File: src/rtl/bram_arbiter_if.sv
// Signal bundle joining the CPU bus, the video fetcher and BRAM port A to the arbiter.
// The slave modport is the arbiter's view; the master modport is the surrounding system.
interface bram_arbiter_if;
  logic        cpu_req;
  logic        cpu_we;
  logic [15:0] cpu_addr;
  logic [7:0]  cpu_wdata;
  logic        cpu_ack;
  logic [7:0]  cpu_rdata;
  logic        vid_req;
  logic [15:0] vid_addr;
  logic [7:0]  vid_len;
  logic        vid_busy;
  logic        vid_valid;
  logic [7:0]  vid_data;
  logic        vid_done;
  logic        mem_cs;
  logic        mem_we;
  logic [15:0] mem_addr;
  logic [7:0]  mem_wdata;
  logic [7:0]  mem_rdata;

  modport master (
    output cpu_req, cpu_we, cpu_addr, cpu_wdata,
    output vid_req, vid_addr, vid_len,
    output mem_rdata,
    input  cpu_ack, cpu_rdata,
    input  vid_busy, vid_valid, vid_data, vid_done,
    input  mem_cs, mem_we, mem_addr, mem_wdata
  );

  modport slave (
    input  cpu_req, cpu_we, cpu_addr, cpu_wdata,
    input  vid_req, vid_addr, vid_len,
    input  mem_rdata,
    output cpu_ack, cpu_rdata,
    output vid_busy, vid_valid, vid_data, vid_done,
    output mem_cs, mem_we, mem_addr, mem_wdata
  );
endinterface

File: src/rtl/bram_arbiter.sv
// Shares one BRAM port between CPU byte accesses and video burst reads; the CPU is
// guaranteed a slot after at most MAX_VID_RUN consecutive video issues.
module bram_arbiter #(
  parameter int MAX_VID_RUN = 4
) (
  input  logic          clk,
  input  logic          rst,
  bram_arbiter_if.slave bus
);
  localparam logic [1:0] ST_IDLE  = 2'd0;
  localparam logic [1:0] ST_BURST = 2'd1;
  localparam logic [1:0] ST_DRAIN = 2'd2;
  localparam logic [1:0] TAG_NONE = 2'd0;
  localparam logic [1:0] TAG_CPU  = 2'd1;
  localparam logic [1:0] TAG_VID  = 2'd2;
  localparam logic [7:0] MAX_RUN  = 8'(MAX_VID_RUN);

  function automatic logic [7:0] sat_inc8(input logic [7:0] v);
    return (v == 8'hFF) ? v : v + 8'd1;
  endfunction

  logic [1:0]  state_q, state_d;
  logic [15:0] vaddr_q, vaddr_d;
  logic [8:0]  vrem_q, vrem_d;
  logic [7:0]  vrun_q, vrun_d;
  logic        cpu_out_q, cpu_out_d;
  logic [1:0]  tag_p1_q, tag_p1_d, tag_p2_q, tag_p2_d;
  logic        wr_p1_q, wr_p1_d, wr_p2_q, wr_p2_d;
  logic        mem_cs_q, mem_cs_d, mem_we_q, mem_we_d;
  logic [15:0] mem_addr_q, mem_addr_d;
  logic [7:0]  mem_wdata_q, mem_wdata_d;
  logic        cpu_ack_q, cpu_ack_d;
  logic [7:0]  cpu_rdata_q, cpu_rdata_d;
  logic        vid_busy_q, vid_busy_d, vid_valid_q, vid_valid_d, vid_done_q, vid_done_d;
  logic [7:0]  vid_data_q, vid_data_d;
  logic        cpu_pend, cpu_issue, vid_issue;

  always_comb begin
    state_d     = state_q;
    vaddr_d     = vaddr_q;
    vrem_d      = vrem_q;
    vrun_d      = vrun_q;
    cpu_out_d   = cpu_out_q;
    tag_p1_d    = TAG_NONE;
    wr_p1_d     = 1'b0;
    tag_p2_d    = tag_p1_q;
    wr_p2_d     = wr_p1_q;
    mem_cs_d    = 1'b0;
    mem_we_d    = 1'b0;
    mem_addr_d  = mem_addr_q;
    mem_wdata_d = mem_wdata_q;
    cpu_ack_d   = 1'b0;
    cpu_rdata_d = cpu_rdata_q;
    vid_busy_d  = vid_busy_q;
    vid_valid_d = 1'b0;
    vid_data_d  = vid_data_q;
    vid_done_d  = 1'b0;

    cpu_pend  = bus.cpu_req & ~cpu_out_q;
    cpu_issue = cpu_pend & ((state_q != ST_BURST) | (vrun_q >= MAX_RUN));
    vid_issue = ~cpu_issue & (state_q == ST_BURST);

    // vrun only measures video issues that keep a waiting CPU out
    if (!cpu_pend) vrun_d = 8'd0;

    // Stage 2 -> output: route the returning BRAM byte by its source tag
    if (tag_p2_q == TAG_CPU) begin
      cpu_ack_d = 1'b1;
      cpu_out_d = 1'b0;
      if (!wr_p2_q) cpu_rdata_d = bus.mem_rdata;
    end
    if (tag_p2_q == TAG_VID) begin
      vid_valid_d = 1'b1;
      vid_data_d  = bus.mem_rdata;
    end

    // Issue -> stage 1
    if (cpu_issue) begin
      mem_cs_d    = 1'b1;
      mem_we_d    = bus.cpu_we;
      mem_addr_d  = bus.cpu_addr;
      mem_wdata_d = bus.cpu_wdata;
      cpu_out_d   = 1'b1;
      vrun_d      = 8'd0;
      tag_p1_d    = TAG_CPU;
      wr_p1_d     = bus.cpu_we;
    end else if (vid_issue) begin
      mem_cs_d   = 1'b1;
      mem_addr_d = vaddr_q;
      vaddr_d    = vaddr_q + 16'd1;
      vrem_d     = vrem_q - 9'd1;
      vrun_d     = cpu_pend ? sat_inc8(vrun_q) : 8'd0;
      tag_p1_d   = TAG_VID;
      if (vrem_q == 9'd1) state_d = ST_DRAIN;
    end

    case (state_q)
      ST_IDLE: begin
        if (bus.vid_req) begin
          vaddr_d    = bus.vid_addr;
          vrem_d     = (bus.vid_len == 8'd0) ? 9'd256 : {1'b0, bus.vid_len};
          vid_busy_d = 1'b1;
          state_d    = ST_BURST;
        end
      end
      ST_DRAIN: begin
        // No video issues happen here, so a VID tag with none behind it is the burst's last byte
        if ((tag_p2_q == TAG_VID) && (tag_p1_q != TAG_VID)) begin
          vid_done_d = 1'b1;
          vid_busy_d = 1'b0;
          state_d    = ST_IDLE;
        end
      end
      default: ;
    endcase
  end

  always_ff @(posedge clk) begin
    if (rst) begin
      state_q     <= ST_IDLE;
      vaddr_q     <= 16'd0;
      vrem_q      <= 9'd0;
      vrun_q      <= 8'd0;
      cpu_out_q   <= 1'b0;
      tag_p1_q    <= TAG_NONE;
      tag_p2_q    <= TAG_NONE;
      wr_p1_q     <= 1'b0;
      wr_p2_q     <= 1'b0;
      mem_cs_q    <= 1'b0;
      mem_we_q    <= 1'b0;
      mem_addr_q  <= 16'd0;
      mem_wdata_q <= 8'd0;
      cpu_ack_q   <= 1'b0;
      cpu_rdata_q <= 8'd0;
      vid_busy_q  <= 1'b0;
      vid_valid_q <= 1'b0;
      vid_data_q  <= 8'd0;
      vid_done_q  <= 1'b0;
    end else begin
      state_q     <= state_d;
      vaddr_q     <= vaddr_d;
      vrem_q      <= vrem_d;
      vrun_q      <= vrun_d;
      cpu_out_q   <= cpu_out_d;
      tag_p1_q    <= tag_p1_d;
      tag_p2_q    <= tag_p2_d;
      wr_p1_q     <= wr_p1_d;
      wr_p2_q     <= wr_p2_d;
      mem_cs_q    <= mem_cs_d;
      mem_we_q    <= mem_we_d;
      mem_addr_q  <= mem_addr_d;
      mem_wdata_q <= mem_wdata_d;
      cpu_ack_q   <= cpu_ack_d;
      cpu_rdata_q <= cpu_rdata_d;
      vid_busy_q  <= vid_busy_d;
      vid_valid_q <= vid_valid_d;
      vid_data_q  <= vid_data_d;
      vid_done_q  <= vid_done_d;
    end
  end

  assign bus.mem_cs    = mem_cs_q;
  assign bus.mem_we    = mem_we_q;
  assign bus.mem_addr  = mem_addr_q;
  assign bus.mem_wdata = mem_wdata_q;
  assign bus.cpu_ack   = cpu_ack_q;
  assign bus.cpu_rdata = cpu_rdata_q;
  assign bus.vid_busy  = vid_busy_q;
  assign bus.vid_valid = vid_valid_q;
  assign bus.vid_data  = vid_data_q;
  assign bus.vid_done  = vid_done_q;
endmodule

File: src/flat_wrapper.sv
// flat-port wrapper written by rule: the top's interface ports become plain ports
module bram_arbiter_flat 
#(
  parameter int MAX_VID_RUN = 4
)
  (clk, rst, bus_cpu_req, bus_cpu_we, bus_cpu_addr, bus_cpu_wdata, bus_vid_req, bus_vid_addr, bus_vid_len, bus_mem_rdata, bus_cpu_ack, bus_cpu_rdata, bus_vid_busy, bus_vid_valid, bus_vid_data, bus_vid_done, bus_mem_cs, bus_mem_we, bus_mem_addr, bus_mem_wdata);
  bram_arbiter_if bus_i ();
  input  logic clk;
  input  logic rst;
  input wire logic [$bits(bus_i.cpu_req)-1:0] bus_cpu_req;
  input wire logic [$bits(bus_i.cpu_we)-1:0] bus_cpu_we;
  input wire logic [$bits(bus_i.cpu_addr)-1:0] bus_cpu_addr;
  input wire logic [$bits(bus_i.cpu_wdata)-1:0] bus_cpu_wdata;
  input wire logic [$bits(bus_i.vid_req)-1:0] bus_vid_req;
  input wire logic [$bits(bus_i.vid_addr)-1:0] bus_vid_addr;
  input wire logic [$bits(bus_i.vid_len)-1:0] bus_vid_len;
  input wire logic [$bits(bus_i.mem_rdata)-1:0] bus_mem_rdata;
  output wire logic [$bits(bus_i.cpu_ack)-1:0] bus_cpu_ack;
  output wire logic [$bits(bus_i.cpu_rdata)-1:0] bus_cpu_rdata;
  output wire logic [$bits(bus_i.vid_busy)-1:0] bus_vid_busy;
  output wire logic [$bits(bus_i.vid_valid)-1:0] bus_vid_valid;
  output wire logic [$bits(bus_i.vid_data)-1:0] bus_vid_data;
  output wire logic [$bits(bus_i.vid_done)-1:0] bus_vid_done;
  output wire logic [$bits(bus_i.mem_cs)-1:0] bus_mem_cs;
  output wire logic [$bits(bus_i.mem_we)-1:0] bus_mem_we;
  output wire logic [$bits(bus_i.mem_addr)-1:0] bus_mem_addr;
  output wire logic [$bits(bus_i.mem_wdata)-1:0] bus_mem_wdata;
  assign bus_i.cpu_req = bus_cpu_req;
  assign bus_i.cpu_we = bus_cpu_we;
  assign bus_i.cpu_addr = bus_cpu_addr;
  assign bus_i.cpu_wdata = bus_cpu_wdata;
  assign bus_i.vid_req = bus_vid_req;
  assign bus_i.vid_addr = bus_vid_addr;
  assign bus_i.vid_len = bus_vid_len;
  assign bus_i.mem_rdata = bus_mem_rdata;
  assign bus_cpu_ack = bus_i.cpu_ack;
  assign bus_cpu_rdata = bus_i.cpu_rdata;
  assign bus_vid_busy = bus_i.vid_busy;
  assign bus_vid_valid = bus_i.vid_valid;
  assign bus_vid_data = bus_i.vid_data;
  assign bus_vid_done = bus_i.vid_done;
  assign bus_mem_cs = bus_i.mem_cs;
  assign bus_mem_we = bus_i.mem_we;
  assign bus_mem_addr = bus_i.mem_addr;
  assign bus_mem_wdata = bus_i.mem_wdata;
  bram_arbiter #(.MAX_VID_RUN(MAX_VID_RUN)) u_core (.clk(clk), .rst(rst), .bus(bus_i));
endmodule
File: config.mk
export PLATFORM = sky130hd
export DESIGN_NAME = bram_arbiter_flat
export DESIGN_NICKNAME = d
export VERILOG_FILES = /design/src/rtl/bram_arbiter_if.sv /design/src/rtl/bram_arbiter.sv /design/src/flat_wrapper.sv
export SDC_FILE = /design/constraint.sdc
export NUM_CORES = 1
export LEC_CHECK = 0
export BUFFER_PORTS_ARGS = -buffer_cell sky130_fd_sc_hd__buf_4
export CAP_MARGIN = 20
export CORE_ASPECT_RATIO = 0.9
export CORE_UTILIZATION = 45
export CTS_CLUSTER_DIAMETER = 80
export DETAILED_ROUTE_END_ITERATION = 7
export PLACE_DENSITY = 0.71
export SYNTH_ARGS = -nofsm -noshare
export SYNTH_HDL_FRONTEND = slang
export SYNTH_SLANG_ARGS = --single-unit
File: constraint.sdc
create_clock -name clk -period 4.2 [get_ports clk]
set_input_delay 0.21 -clock clk [delete_from_list [all_inputs] [get_ports clk]]
set_output_delay 0.21 -clock clk [all_outputs]
set_load 0.01 [all_outputs]
Word level (Yosys, flattened, before mapping):

Cells that the tools add are included.

* $add $sub $neg: 3
* divide/modulo/power cells: 0
* eq/ne operators: 12
* $lt $le $gt $ge: 1
* mux-type cells: 33
* shift operators: 0
* reductions and logical operators: 12
* bitwise gates (word level): 8
* multipliers: 0

Operator list (count)
* $mux 16: 6
* $mux 9: 5
* $mux 8: 4
* $add 16x1->16 const B: 1
* $mux 2: 6
* $mux 1: 10
* $eq 9x1->1 const B: 1
* $sub 9x1->9 const B: 1
* $add 8x1->8 const B: 1
* $eq 8x8->1 const B: 1
* $ge 8x3->1 const B: 1
* $logic_not 8->1: 1
* $ne 2x2->1 const B: 4
* $reduce_bool 2->1: 3
* $reduce_or 2->1: 3
* $eq 2x1->1 const B: 2
* $eq 2x2->1 const B: 2
* $ne 2x1->1 const B: 2
* $not 1->1: 4
* $pmux 2 s2: 1
* $reduce_and 2->1: 2
* $and 1x1->1: 3
* $reduce_and 3->1: 1
* $logic_not 2->1: 1
* other kinds (3): 3

* output and inout bits: 46
* input bits: 61
* register bits after elaboration: 87
* word-level logic and storage cells: 88
* memories kept: 0
* ROM bits: 0
* memory bits (writable): 0
* bits in latches: 0

Logic depth before layout (Yosys ltp):

* depth after elaboration: 9
* gate-level depth with buffers: 8

Worst setup path after synthesis:

Ideal clock, no wire load.

* path kind: register to register
* from: register u_core.vrem_q[2]
* to: register u_core.vrem_q[7]
* stages on the path, launching flop included: 5
* path slack: 2.318 ns
* setup time: 0.091 ns
* arrival time: 1.791 ns
* path through: dfxtp_1 or4_1 or4_1 or3_1 a311oi_1

* word-level cells in the longest chain between the ends: 5

Ends and longest elaborated chain
* start: declaration: RTL line bram_arbiter.sv:24 `logic [8:0] vrem_q, vrem_d;`
* start signal: assignment: RTL line bram_arbiter.sv:142 `vrem_q <= vrem_d;`
* $sub 9x1->9 *: RTL line bram_arbiter.sv:91 `vrem_d = vrem_q - 9'd1;`
* $mux 9 *: RTL line bram_arbiter.sv:87 `end else if (vid_issue) begin`
* $mux 9 *: RTL line bram_arbiter.sv:78 `if (cpu_issue) begin`
* $mux 9: RTL line bram_arbiter.sv:99 `if (bus.vid_req) begin`
* $mux 9 *: RTL line bram_arbiter.sv:97 `case (state_q)`

Mark *: on every way between the ends. The rest lies on a longest branch, timed or not.
A chain may end at the register's enable or synchronous reset.

Worst setup path after layout:

* from: register u_core.state_q[0]
* to: register u_core.mem_addr_q[7] (netlist: u_core.bus.mem_addr[7])

* word-level cells in the longest chain between the ends: 6
* elaborated cells between the ends (all ways): 8

Ends and longest elaborated chain
* start: declaration: RTL line bram_arbiter.sv:22 `logic [1:0] state_q, state_d;`
* start signal: assignment: RTL line bram_arbiter.sv:140 `state_q <= state_d;`
* $ne 2x1->1: RTL line bram_arbiter.sv:60 `cpu_issue = cpu_pend & ((state_q != ST_BURST) | (vrun_q >= MAX_RUN));`
* $or 1x1->1: RTL line bram_arbiter.sv:60
* $and 1x1->1: RTL line bram_arbiter.sv:60
* $not 1->1: RTL line bram_arbiter.sv:61 `vid_issue = ~cpu_issue & (state_q == ST_BURST);`
* $and 1x1->1: RTL line bram_arbiter.sv:61
* $reduce_bool 2->1 (no source line)
* end signal: assignment: RTL line bram_arbiter.sv:151 `mem_addr_q <= mem_addr_d;`
* end: declaration: RTL line bram_arbiter.sv:30 `logic [15:0] mem_addr_q, mem_addr_d;`

Several ways; a longest one is shown, not always the timed one.

==> flow_summary.json <==
{
  "final_area_um2": 4730,
  "cts-buffers-inserted": 9,
  "vias": 3065,
  "synth_most_common_cell": "dfxtp_1",
  "post_cts_buffers": 0,
  "dp_hpwl_um": 5957,
  "ios": 107,
  "ctsResizeCount": 0,
  "netlist_top_cells_area": "dfxtp_1 (48%), mux2i_1 (8.0%), a211oi_1 (7.2%)",
  "ys_top_cells_by_count": "dfxtp_1 (87), nor2_1 (61), nand2_1 (43)",
  "initialDrtViolationCount": 103,
  "setup_violations": 0,
  "fmax_ghz": 0.4710,
  "max_cap_violations": 0,
  "root_buffer": "clkbuf_8",
  "grt_pass1_vias": 2845,
  "crit_slowest_cell": "nand2_1",
  "grt_max_degree": 80,
  "ys_ff_latch": 87,
  "postCtsHoldBufs": 0,
  "start_util_pct": 47.35,
  "crit_path_frequent_cell": "nand2_1",
  "rsz0062_at_grt": "no",
  "worstSetupEndpointType": "flop",
  "row_count": 30,
  "area_growth_pct": 30.43,
  "clkTransAtPathRegs_ns": 0.08,
  "crit_path_max_fanout": 21,
  "seq_area_frac_synth_pct": 48.03,
  "cp_num_buf_inv": 1,
  "yosysTopAreaCell": "dfxtp_1",
  "synth_top_area_share_pct": 48.03,
  "tightestPinTransition_ns": 0.9402,
  "synth_warnings": 0,
  "clock_latency_ns": 0.35,
  "clock_skew_ns": 0.01365,
  "antenna_cells": 0,
  "nets": 564,
  "die-area_um2": 8421,
  "cp_data_required_time_ns": 4.45,
  "synth_edf_count": 0,
  "slowest_delay_ns": 0.53,
  "min-delay-start": "bus_cpu_we",
  "tritoncts": "done",
  "combPwrFrac_pct": 15.7,
  "cp_top_family": "simple AND/OR/NAND/NOR gates",
  "routed_wl_um": 8381,
  "arrival_ns": 2.38,
  "intPower_mw": 1.428,
  "syn_avg_cell_area_um2": 9.110,
  "core_um2": 7657,
  "synthArstFlopShare_pct": 0,
  "ys.flop_type": "dfxtp_1",
  "crit_path_cell_trace": "nor4b_2, nand2_1, nand2_1, buf_4, nor2_1, a211oi_1",
  "synthCells": 398,
  "grt_overflow": 0,
  "clock-sinks": 87,
  "maxSlewHeadroom_pct": 37.09,
  "pwr-share-seq_pct": 48.9,
  "p_leak_nw": 1.896,
  "powerDensity_nw_per_um2": 402.3,
  "portBuffers": 106,
  "critPathKind": "flop to flop",
  "drc": 0,
  "wl_per_cell_um": 14.02,
  "final_util_pct": 61.76,
  "clk_path_buf_depth": 2,
  "startpoint": "u_core.state_q[0]$_SDFF_PP0_",
  "period_share_pct": 50.55,
  "syn_area_um2": 3626,
  "clock_power_share_pct": 35.4,
  "synth_cell_types": 35,
  "detailed_place.area_um2": 4488,
  "dieWidth_um": 96.62,
  "crit_path_start_kind": "flop",
  "h-tree-depth": 3,
  "grt_util_all_layers_pct": 20.12,
  "r2r_start": "u_core.state_q[0]$_SDFF_PP0_",
  "vias_per_cell": 5.125,
  "finalSetupTns_ns": 0,
  "antenna_found_initial": 0,
  "pre_cts_ws_ns": 2.054,
  "ir_worst_vdd_mv": 0.2142,
  "grt_pass1_wl_um": 13610,
  "hold_viol_final": 0,
  "drtPass1Iterations": 4,
  "gp_congestion": 0.7735,
  "maxSlewViolCount": 0,
  "fill_cells": 665,
  "drive_gt1_share_pct": 26.69,
  "seq_area_um2": 1742,
  "multi_input_area_um2": 1782,
  "switching_share_pct": 24.94,
  "antenna_left": 0,
  "layout_setup_ws_ns": 2.077,
  "status": "finished, final reports clean",
  "die_h_um": 87.16,
  "power.switching_uw": 474.6,
  "period_needed_ns": 2.123,
  "min_path_type": "input pin to flop"
}
state kept, by name (all words and copies together), names as in the netlist:
signal / flops
u_core.bus.mem_wdata: 8
u_core.tag_p2_q: 2
u_core.vrem_q: 9
u_core.vaddr_q: 16
u_core.wr_p1_q: 1
u_core.state_q: 2
u_core.wr_p2_q: 1
u_core.cpu_out_q: 1
u_core.vrun_q: 8
u_core.bus.vid_data: 8
u_core.bus.vid_valid: 1
u_core.bus.cpu_ack: 1
u_core.bus.mem_addr: 16
u_core.tag_p1_q: 2
u_core.bus.vid_busy: 1
u_core.bus.mem_cs: 1
u_core.bus.vid_done: 1
u_core.bus.cpu_rdata: 8
worst reg2reg max path, stage by stage (launching register included):
cell      delay, ns
dfxtp_1        0.39
nor4b_2        0.33
nand2_1        0.11
nand2_1        0.53
buf_4          0.38
nor2_1         0.08
a211oi_1       0.22
path summary, 6_finish.rpt:
check	depth (start not counted)	to	slack [ns]
hold reg to reg	2	u_core.bus.vid_data[3]$_SDFFE_PP0P_	0.46
hold / removal	2	u_core.wr_p1_q$_SDFF_PP0_	0.09
setup / recovery	6	u_core.bus.mem_addr[7]$_SDFFE_PP0P_	2.08
setup reg to reg	6	u_core.bus.mem_addr[7]$_SDFFE_PP0P_	2.08
placed cells by master (no fill, tap or decap), types with 5 or more instances in the layout:
master    count
nand2_1      43
a211oi_1     35
xnor2_1      20
nor4_1        6
nor3_1        6
buf_4       110
o21ai_0       5
a21oi_1      23
mux2i_1      29
clkbuf_8      9
conb_1        5
nor2b_1       8
nor2_1       61
ha_1          5
dfxtp_1      87
inv_1         5
or3_1         6
cell type report:
type                            count  area share (%)
Clock buffer                       11           2.778
Sequential cell                    87           36.83
Timing Repair Buffer              111           17.78
Clock inverter                      4           2.011
Inverter                            5          0.3968
Tap cell                           96           2.540
Multi-Input combinational cell    284           37.67
metal layers:
layer  vias up  track usage (%)  part of all wire [%]
li1       1574                -                     -
met3         6            4.655                   4.7
met1      1408            27.35                    51
met2        77            32.01                    44
met4         0            6.106                  0.68
met5         -                0                     0
power groups by stage:
stage	sequential (mW)	clock (mW)	combinational (mW)
after floorplan	0.950	0	0.169
after global placement	0.947	0	0.292
after detailed placement	0.949	0	0.297
after CTS	0.930	0.686	0.298
after global routing	0.938	0.716	0.332
final	0.931	0.673	0.299
kinds of logic after synthesis:
group	Yosys count	synth area share, %
and+or+nand+nor	157	21.57
DFF	87	48.03
AOI/OAI and AO/OA	68	12.28
buffers and inverters	31	3.450
muxes	29	8.006
xor gates and xnor gates	20	4.831
adders and majority gates	5	1.725
other	1	0.1034
through the flow:
step | power (mW) | hold slack [ns] | cells
2_1_floorplan | 1.119 | 0.3317 | 402
3_3_place_gp | 1.240 | 0.4268 | 582
3_5_place_dp | 1.246 | 0.4340 | 582
4_1_cts | 1.914 | 0.07334 | 597
5_1_grt | 1.986 | 0.07200 | 598
6_report | 1.903 | 0.08639 | 598
Power figures use the tool's default switching activity.
